### config.mk
export PLATFORM = sky130hd
export DESIGN_NAME = wb_slave_interface
export DESIGN_NICKNAME = d
export VERILOG_FILES = /design/src/rtl/wb_slave_interface.sv
export SDC_FILE = /design/constraint.sdc
export NUM_CORES = 1
export LEC_CHECK = 0
export CAP_MARGIN = 30
export CELL_PAD_IN_SITES_DETAIL_PLACEMENT = 0
export CELL_PAD_IN_SITES_GLOBAL_PLACEMENT = 2
export CORE_AREA = 8 8 128 159
export CTS_CLUSTER_DIAMETER = 30
export CTS_CLUSTER_SIZE = 8
export DETAILED_ROUTE_END_ITERATION = 8
export DIE_AREA = 0 0 136 167
export PLACE_DENSITY_LB_ADDON = 0.1
export SETUP_SLACK_MARGIN = 0.2
export SYNTH_ARGS = -nofsm -noshare
export SYNTH_HDL_FRONTEND = slang
export SYNTH_SLANG_ARGS = --single-unit
export TNS_END_PERCENT = 30
### constraint.sdc
create_clock -name wb_clk -period 2.4 [get_ports wb_clk]
set_clock_uncertainty 0.1 [all_clocks]
set_input_delay 0.48 -clock wb_clk [delete_from_list [all_inputs] [get_ports wb_clk]]
set_output_delay 0.48 -clock wb_clk [all_outputs]
set_load 0.005 [all_outputs]
### src/rtl/wb_slave_interface.sv
// wb_slave_interface
//   Wishbone B4 classic-cycle slave that turns single bus transfers into
//   one-cycle local register strobes for a DSP register bank.
//   A transfer ends in exactly one of ack, err or rty.
//
// State table:
//   S_IDLE | waiting for cyc&stb; decodes address/sel/cti and reg_busy
//   S_WAIT | strobe issued, waiting for reg_ready or the timeout
//   S_RESP | one-cycle ack/err/rty pulse; requests are not sampled here
//
// Ports:
//   wb_clk, wb_rst_n        clock, asynchronous active-low reset
//   wb_adr_i/dat_i/sel_i    byte address, write data, byte selects
//   wb_we_i/cyc_i/stb_i     write enable, cycle, strobe
//   wb_cti_i, wb_bte_i      cycle type (3'b111 rejected), burst type (unused)
//   wb_dat_o                read data, holds until the next read ack
//   wb_ack_o/err_o/rty_o    terminations
//   reg_addr/wdata/sel      latched local word address, write data, selects
//   reg_we, reg_re          one-cycle write/read strobes
//   reg_rdata, reg_ready    local read data and completion
//   reg_busy                local side refuses new accesses (answered with rty)
module wb_slave_interface #(
    parameter logic [31:0] BASE_ADDR = 32'hB000_0000,
    parameter int          ADDR_BITS = 4,
    parameter int          WAIT_MAX  = 16
) (
    input  logic                 wb_clk,
    input  logic                 wb_rst_n,
    input  logic [31:0]          wb_adr_i,
    input  logic [31:0]          wb_dat_i,
    input  logic [3:0]           wb_sel_i,
    input  logic                 wb_we_i,
    input  logic                 wb_cyc_i,
    input  logic                 wb_stb_i,
    input  logic [2:0]           wb_cti_i,
    input  logic [1:0]           wb_bte_i,
    output logic [31:0]          wb_dat_o,
    output logic                 wb_ack_o,
    output logic                 wb_err_o,
    output logic                 wb_rty_o,
    output logic [ADDR_BITS-1:0] reg_addr,
    output logic [31:0]          reg_wdata,
    output logic [3:0]           reg_sel,
    output logic                 reg_we,
    output logic                 reg_re,
    input  logic [31:0]          reg_rdata,
    input  logic                 reg_ready,
    input  logic                 reg_busy
);
    localparam int         HI_LSB   = ADDR_BITS + 2;
    localparam logic [7:0] CNT_LAST = 8'(WAIT_MAX - 1);

    typedef enum logic [1:0] {S_IDLE, S_WAIT, S_RESP} state_t;

    state_t                state_q, state_d;
    logic [7:0]            cnt_q, cnt_d;
    logic                  write_q, write_d;
    logic                  ack_q, ack_d, err_q, err_d, rty_q, rty_d;
    logic [31:0]           dat_q, dat_d;
    logic [ADDR_BITS-1:0]  addr_q, addr_d;
    logic [31:0]           wdata_q, wdata_d;
    logic [3:0]            sel_q, sel_d;
    logic                  we_q, we_d, re_q, re_d;

    logic                  bad_req;
    logic [31:0]           lane_mask;
    logic                  unused_bits;

    assign unused_bits = ^{wb_bte_i, wb_adr_i[1:0]};

    assign bad_req = (wb_adr_i[31:HI_LSB] != BASE_ADDR[31:HI_LSB]) ||
                     (wb_sel_i == 4'h0) || (wb_cti_i == 3'b111);

    // Unselected byte lanes of a read are returned as zero.
    assign lane_mask = {{8{sel_q[3]}}, {8{sel_q[2]}}, {8{sel_q[1]}}, {8{sel_q[0]}}};

    always_comb begin
        state_d = state_q;
        cnt_d   = cnt_q;
        write_d = write_q;
        ack_d   = 1'b0;
        err_d   = 1'b0;
        rty_d   = 1'b0;
        dat_d   = dat_q;
        addr_d  = addr_q;
        wdata_d = wdata_q;
        sel_d   = sel_q;
        we_d    = 1'b0;
        re_d    = 1'b0;
        case (state_q)
            S_IDLE: begin
                if (wb_cyc_i && wb_stb_i) begin
                    if (bad_req) begin
                        err_d   = 1'b1;
                        state_d = S_RESP;
                    end else if (reg_busy) begin
                        rty_d   = 1'b1;
                        state_d = S_RESP;
                    end else begin
                        addr_d  = wb_adr_i[ADDR_BITS+1:2];
                        sel_d   = wb_sel_i;
                        write_d = wb_we_i;
                        if (wb_we_i) begin
                            wdata_d = wb_dat_i;
                        end
                        we_d    = wb_we_i;
                        re_d    = !wb_we_i;
                        cnt_d   = 8'd0;
                        state_d = S_WAIT;
                    end
                end
            end
            S_WAIT: begin
                // Master gave up: drop silently, a late reg_ready lands in IDLE.
                if (!wb_cyc_i) begin
                    state_d = S_IDLE;
                end else if (reg_ready) begin
                    ack_d   = 1'b1;
                    state_d = S_RESP;
                    if (!write_q) begin
                        dat_d = reg_rdata & lane_mask;
                    end
                end else if (cnt_q == CNT_LAST) begin
                    err_d   = 1'b1;
                    state_d = S_RESP;
                end else begin
                    cnt_d = cnt_q + 8'd1;
                end
            end
            S_RESP: begin
                state_d = S_IDLE;
            end
            default: begin
                state_d = S_IDLE;
            end
        endcase
    end

    always_ff @(posedge wb_clk or negedge wb_rst_n) begin
        if (!wb_rst_n) begin
            state_q <= S_IDLE;
            cnt_q   <= 8'd0;
            write_q <= 1'b0;
            ack_q   <= 1'b0;
            err_q   <= 1'b0;
            rty_q   <= 1'b0;
            dat_q   <= 32'd0;
            addr_q  <= '0;
            wdata_q <= 32'd0;
            sel_q   <= 4'd0;
            we_q    <= 1'b0;
            re_q    <= 1'b0;
        end else begin
            state_q <= state_d;
            cnt_q   <= cnt_d;
            write_q <= write_d;
            ack_q   <= ack_d;
            err_q   <= err_d;
            rty_q   <= rty_d;
            dat_q   <= dat_d;
            addr_q  <= addr_d;
            wdata_q <= wdata_d;
            sel_q   <= sel_d;
            we_q    <= we_d;
            re_q    <= re_d;
        end
    end

    assign wb_dat_o  = dat_q;
    assign wb_ack_o  = ack_q;
    assign wb_err_o  = err_q;
    assign wb_rty_o  = rty_q;
    assign reg_addr  = addr_q;
    assign reg_wdata = wdata_q;
    assign reg_sel   = sel_q;
    assign reg_we    = we_q;
    assign reg_re    = re_q;

endmodule

==> Implementation_results.wiki, run 1 <==
{| class="wikitable"
! Metric !! Value
|-
| Proportion of synthesized chip area in sequential cells || 0.573
|-
| Required @ worst endpoint || 2.54 ns
|-
| Mux cell area share after synthesis || 0.149
|-
| Final hold slack || 0.307 ns
|-
| Worst reg-to-reg setup slack || 0.08 ns
|-
| Post-synthesis area per instance || 11.8 um2
|-
| Final number of hold-violating endpoints || 0
|-
| H-tree depth || 3
|-
| Cell chosen for the clock root || sky130_fd_sc_hd__clkbuf_16
|-
| Violation count after the first detailed-routing iteration || 156
|-
| 1st-pass router iterations || 4
|-
| Max stage delay cell, worst path || sky130_fd_sc_hd__or4_4
|-
| Highest cell delay on the worst timing path || 0.51 ns
|-
| Number of distinct library cells after synthesis || 36
|-
| Wire length of the first global-routing pass || 20900 um
|-
| Tmin final || 2.39 ns
|-
| Synth area leaders || sky130_fd_sc_hd__dfrtp_1 57%, sky130_fd_sc_hd__mux2_4 12%, sky130_fd_sc_hd__nand2_1 7.3%
|-
| Worst min path class || in2reg
|-
| Upper clock frequency limit || 418 MHz
|-
| Area Growth Syn to Fin || 72.7%
|-
| Slew at the pin closest to its max-slew limit || 0.421 ns
|-
| PD cells || 493 mW/mm2
|-
| Aggregate routed wire length || 13800 um
|-
| Number of instances in the synthesized netlist || 326
|-
| Setup repair after global routing missed its margin || yes
|-
| Largest net degree at the start of global routing || 65
|-
| HPWL reported at the end of detailed placement || 10500 um
|-
| Fill cell instance count of the final layout || 1803
|-
| Hold worst-path end || reg_sel[0]
|-
| Post-synth EDFFs || 0
|-
| Worst slew slack as a fraction of its limit || 0.720
|-
| Average routed wire per standard cell || 18.0 um
|-
| Total overflow reported by the global router || 0
|-
| Post-Layout Cell Count || 769
|-
| Cell-by-cell listing of the critical path || dlygate4sd2_1, nor4_4, nand4_1, or4_4, buf_6, nor2_8, buf_4, buf_16, mux2_4
|-
| Post-route fraction of the period consumed by the critical path || 0.997
|-
| Clock transition at path regs || 0.07 ns
|-
| Yosys Warn Count || 0
|-
| Highest net fanout along the worst path || 6
|-
| Share of synthesized cell area in full adder, half adder and majority cells || 0.00325
|-
| Total setup violations reported at the end of the flow || 0
|-
| Std-Cell Rows || 55
|-
| PnR Total Power || 3.28 mW
|-
| Main combinational cell family by area after synthesis || simple AND/OR/NAND/NOR gates
|-
| Final worst setup slack || 0.00825 ns
|-
| Synth Area in Compound Gates || 0.0794
|-
| Element type at the critical path end || flop
|-
| Number of I/O port buffers || 184
|-
| Fraction of post-synthesis cell area in the top cell type by area || 0.573
|-
| Crit path kind || in2reg
|-
| Total track usage || 0.123
|-
| Clock network latency to the later pin of the worst-skew pair || 0.35 ns
|-
| Dominant synthesized flop cell || sky130_fd_sc_hd__dfrtp_1
|-
| Crit start category || primary input
|-
| Placeable Area || 0.0179 mm2
|-
| Number of maximum-capacitance constraint violations || 0
|-
| Vias || 3210
|-
| Syn_nets || 439
|-
| Remaining antenna violation count || 0
|-
| Worst setup startpoint || wb_adr_i[25]
|-
| CTS tree || done
|-
| Largest buffer count on any clock path || 2
|-
| Number of antenna violations at the first check in global routing || 1
|-
| Post-placement setup slack || -0.597 ns
|-
| R2R cell count || 7
|-
| Library cell occupying the most area in the post-synthesis netlist || sky130_fd_sc_hd__dfrtp_1
|-
| Share of layout cells above drive strength 1 || 0.230
|-
| Data arrival time of the critical path || 2.53 ns
|-
| Utilization after layout || 0.371
|-
| Count of state elements after synthesis || 88
|-
| Final net count || 648
|-
| Post-synthesis simple-gate area fraction || 0.161
|-
| FFs w/ async S/R, synth || 1.00
|-
| Terminus of the critical flop-to-flop path || reg_wdata[5]
|-
| Vias in the first global route || 3463
|-
| Cell Area, Synth || 0.00384 mm2
|-
| Worst hold path depth || 2
|-
| Number of clock buffers inserted by TritonCTS || 9
|-
| Ports placed on the boundary || 189
|-
| Die Y-Extent || 167 um
|-
| Critical hold path startpoint || wb_sel_i[0]
|-
| Number of max-slew violations in the final report || 0
|-
| Max rail drop VDD || 0.000292 V
|-
| Total placed cells including tap cells || 741
|-
| DRC violations left || 0
|-
| XOR/XNOR share of the synthesized area || 0
|-
| Result of the run || finished clean
|-
| Width of the die || 136 um
|-
| Routability congestion estimate from global placement || 0.748
|-
| Clk sinks || 88
|-
| Standby leakage power || 2.81 nW
|-
| Routed vias/inst || 4.17
|-
| Crit Reg-Reg Startpoint || state_q[0]
|-
| DIE AREA || 0.0227 mm2
|-
| CP Buf/Inv Count || 4
|-
| Category of cells accounting for the largest share of critical-path delay || simple AND/OR/NAND/NOR gates
|-
| Initial standard-cell utilization of the core || 0.215
|}
[placed cells by master (no fill, tap or decap), drive strengths merged, types with 3 or more instances in the layout]
cell type and count:
clkdlybuf4s50 152, dfrtp 88, nand2 75, o21ai 41, mux2 41, buf 34, clkbuf 21, dlygate4sd2 10
clkdlybuf4s15 7, or4 6, nor2 6, nor2b 5, nor4 5, nor3 5, o31ai 4, and3 3
and2 3, nand3 3, a22o 3, nand2b 3, inv 3, clkinv 3
[worst max path at each step]
stage                    end  slack [ns]  depth (start not counted)
2_1_floorplan   reg_wdata[0]        0.06                          7
3_3_place_gp   reg_wdata[29]       -0.58                          8
3_5_place_dp   reg_wdata[14]       -0.60                          8
4_1_cts        reg_wdata[13]       0.008                          7
5_1_grt         reg_wdata[7]       -0.09                          9
6_report        reg_wdata[5]       0.008                          9
[power by group]
part | total [mW] | switching (mW) | internal, mW
combinational | 0.249 | 0.0900 | 0.159
clock | 1.54 | 0.622 | 0.914
sequential | 1.49 | 0.00357 | 1.49
total | 3.28 | 0.716 | 2.56
[synthesized netlist by cell type (2+ instances only)]
cell type,n
sky130_fd_sc_hd__dfrtp_1,88
sky130_fd_sc_hd__nand2_1,75
sky130_fd_sc_hd__o21ai_0,41
sky130_fd_sc_hd__mux2_4,30
sky130_fd_sc_hd__mux2_2,11
sky130_fd_sc_hd__clkbuf_1,9
sky130_fd_sc_hd__or4_1,6
sky130_fd_sc_hd__buf_1,5
sky130_fd_sc_hd__nor2b_1,5
sky130_fd_sc_hd__nor3_1,5
sky130_fd_sc_hd__nor2_1,4
sky130_fd_sc_hd__o31ai_1,4
sky130_fd_sc_hd__a22o_1,3
sky130_fd_sc_hd__and2_1,3
sky130_fd_sc_hd__and3_1,3
sky130_fd_sc_hd__buf_12,3
sky130_fd_sc_hd__nand2b_1,3
sky130_fd_sc_hd__nand3_1,3
sky130_fd_sc_hd__nor4_1,3
sky130_fd_sc_hd__a221oi_1,2
sky130_fd_sc_hd__inv_1,2
sky130_fd_sc_hd__nand4_1,2
sky130_fd_sc_hd__nor4_2,2
sky130_fd_sc_hd__or3_1,2
[sequential cells by signal (all words and copies together), names as in the netlist]
signal and count:
state_q 2, reg_sel 4, reg_we 1, reg_re 1, reg_wdata 32, wb_err_o 1
reg_addr 4, wb_dat_o 32, wb_ack_o 1, write_q 1, wb_rty_o 1, cnt_q 8
[per-stage QoR]
stage | setup TNS (ns) | cell area (um2)
6_report | 0 | 6640
5_1_grt | -2.11 | 6640
4_1_cts | 0 | 6610
3_5_place_dp | -27.00 | 6090
3_3_place_gp | -26.52 | 6090
2_1_floorplan | 0 | 3860
[area by class of cell]
cell class                      instances  area (um2)  area share
Tap cell                              228         285      0.0430
Inverter                                2        7.51     0.00113
Multi-Input combinational cell        218        1660       0.250
Clock buffer                            9         225      0.0339
Antenna cell                            1        2.50    0.000377
Clock inverter                          7        95.1      0.0143
Sequential cell                        88        2200       0.332
Timing Repair Buffer                  216        2160       0.326
[timing repair]
| action | in CTS | in global routing |
|---|---|---|
| gates cloned | 3 | 0 |
| buffers inserted | 6 | 1 |
| endpoints found under the hold margin | 25 | 0 |
| pin swaps | 8 | 16 |
| resized for setup | 60 | 43 |
| endpoints found under the setup margin | 52 | 50 |
| hold buffers | 1 | 0 |
[logic make-up after synthesis]
kind of cell               count (synthesis)
DFF                                       88
buffers and inverters                     20
AOI/OAI and AO/OA                         53
muxes                                     41
and+or+nand+nor                          123
adders and majority gates                  1
[routing by layer]
metal	vias up	share of wire	GRT usage
li1	1552	-	-
met4	0	0.020	0.0541
met5	-	0	0
met3	14	0.046	0.0241
met2	70	0.56	0.230
met1	1574	0.37	0.127
Power figures use the tool's default switching activity.
==> run 2, diff against run 1 <==
- CAP_MARGIN: 30 -> 5
- CORE_AREA: 8 8 128 159 -> 8 8 140 129
- DIE_AREA: 0 0 136 167 -> 0 0 148 137
- DONT_BUFFER_PORTS: default -> 1
==> run 2 against run 1 <==
The flow now finishes with violations (negative hold slack). Worst setup slack improved by 0.14 ns. Hold slack worse by 0.58 ns. Register-to-register slack gained 0.06 ns. Fmax increased by 6.1%. Largest cell class unchanged.
==> Implementation_results.wiki, run 2 (same netlist as run 1, synthesis figures left out) <==
{| class="wikitable"
! Metric !! Value
|-
| Crit start category || flop
|-
| Final number of hold-violating endpoints || 88
|-
| Clock network latency to the later pin of the worst-skew pair || 0.34 ns
|-
| Vias || 2497
|-
| Worst reg-to-reg setup slack || 0.14 ns
|-
| Area Growth Syn to Fin || 21.0%
|-
| Max rail drop VDD || 0.000486 V
|-
| Total setup violations reported at the end of the flow || 0
|-
| Violations in the final reports || negative hold slack
|-
| Number of clock buffers inserted by TritonCTS || 9
|-
| Cell-by-cell listing of the critical path || or3_4, or4_4, buf_8, nor2_8, buf_6, buf_16, mux2_4
|-
| Max stage delay cell, worst path || sky130_fd_sc_hd__or4_4
|-
| Clock transition at path regs || 0.07 ns
|-
| Highest net fanout along the worst path || 8
|-
| Clk sinks || 88
|-
| H-tree depth || 3
|-
| Initial standard-cell utilization of the core || 0.244
|-
| Std-Cell Rows || 44
|-
| Element type at the critical path end || flop
|-
| Utilization after layout || 0.296
|-
| Width of the die || 148 um
|-
| Share of layout cells above drive strength 1 || 0.264
|-
| Antenna fix cells || 0
|-
| Data arrival time of the critical path || 2.38 ns
|-
| Most common cell after layout, fill and taps aside || sky130_fd_sc_hd__dfrtp_1
|-
| DRC violations left || 0
|-
| Worst min path class || in2async
|-
| Critical path depth || 7
|-
| Slew at the pin closest to its max-slew limit || 0.460 ns
|-
| Category of cells accounting for the largest share of critical-path delay || simple AND/OR/NAND/NOR gates
|-
| Routability congestion estimate from global placement || 0.691
|-
| Standard cell area after detailed placement || 0.00417 mm2
|-
| Wire length of the first global-routing pass || 16600 um
|-
| Post-route fraction of the period consumed by the critical path || 0.940
|-
| Cell chosen for the clock root || sky130_fd_sc_hd__clkbuf_16
|-
| Ports placed on the boundary || 189
|-
| Total negative slack || 0 ns
|-
| Vias in the first global route || 2539
|-
| Largest buffer count on any clock path || 2
|-
| Standby leakage power || 2.05 nW
|-
| Total overflow reported by the global router || 0
|-
| Final hold slack || -0.275 ns
|-
| Aggregate routed wire length || 11100 um
|-
| Largest net degree at the start of global routing || 89
|-
| Upper clock frequency limit || 443 MHz
|-
| 1st-pass router iterations || 4
|-
| Average routed wire per standard cell || 20.0 um
|-
| Number of I/O port buffers || 0
|-
| Critical Path End || reg_wdata[21]
|-
| PD cells || 670 mW/mm2
|-
| Tmin final || 2.26 ns
|-
| Remaining antenna violation count || 0
|-
| Number of antenna violations at the first check in global routing || 0
|-
| Setup repair after global routing missed its margin || yes
|-
| Number of max-slew violations in the final report || 0
|-
| Violation count after the first detailed-routing iteration || 76
|-
| Most frequent cells in the layout || 88 x sky130_fd_sc_hd__dfrtp_1, 75 x sky130_fd_sc_hd__nand2_1, 41 x sky130_fd_sc_hd__o21ai_0
|-
| CP Buf/Inv Count || 3
|-
| Summed area of non-filler cells in the final layout || 0.00465 mm2
|-
| Result of the run || complete, but fails checks
|-
| DIE AREA || 0.0203 mm2
|-
| Die Y-Extent || 137 um
|-
| Terminus of the critical flop-to-flop path || reg_wdata[21]
|-
| HPWL reported at the end of detailed placement || 7840 um
|-
| Number of maximum-capacitance constraint violations || 0
|-
| PnR Total Power || 3.12 mW
|-
| Routed vias/inst || 4.49
|-
| Required @ worst endpoint || 2.53 ns
|-
| CTS tree || done
|-
| Final net count || 457
|-
| Worst setup startpoint || state_q[1]
|-
| Highest cell delay on the worst timing path || 0.43 ns
|-
| Crit path kind || reg2reg
|-
| Worst slew slack as a fraction of its limit || 0.690
|-
| R2R cell count || 7
|-
| Placeable Area || 0.0157 mm2
|-
| Crit Reg-Reg Startpoint || state_q[1]
|-
| Total track usage || 0.108
|}
==> run 2: metal layers <==
metal  global-route usage  vias up  part of all wire
met5                    0        -                 0
met3               0.0512       10             0.094
met2                0.153      115              0.45
met1                0.141     1201              0.44
li1                     -     1171                 -
met4               0.0379        0             0.016
==> run 2: layout make-up <==
| cell class | count | area [um2] |
|---|---|---|
| tap | 207 | 259 |
| sequential | 88 | 2200 |
| clock inverter | 6 | 97.6 |
| fill | 1655 | 11100 |
| inverter | 2 | 7.51 |
| timing repair buffer | 25 | 304 |
| multi-input combinational | 218 | 1540 |
| clock buffer | 10 | 239 |
==> run 2: metrics by stage <==
step / instances / worst slack, ns
after CTS: 556 / 0.0414
after floorplan: 326 / 0.0647
after global placement: 532 / -0.125
final: 556 / 0.145
after detailed placement: 532 / -0.128
after global routing: 556 / 0.0870
==> run 2: how the worst min path moves through the flow <==
stage               depth (start not counted)             to  startpoint  slack, ns
floorplan                                   0       cnt_q[0]    wb_rst_n       0.08
global placement                            0  reg_wdata[10]    wb_rst_n       0.09
detailed placement                          0  reg_wdata[10]    wb_rst_n       0.09
CTS                                         0  reg_wdata[10]    wb_rst_n      -0.30
global route                                0  reg_wdata[10]    wb_rst_n      -0.30
finish                                      0  reg_wdata[10]    wb_rst_n      -0.28
==> run 2: where the power goes <==
group	internal (mW)	leakage (nW)	total [mW]	switching, mW
Sequential	1.49	1.22	1.49	0.00382
Clock	0.958	0.166	1.59	0.632
Combinational	0.0185	0.661	0.0351	0.0166
==> run 2: repair_timing <==
item,CTS,global route
hold endpoints to repair,88,88
cloned,3,0
setup endpoints to repair,43,47
pin swaps,3,2
gates resized for setup,11,0
setup buffers,5,0
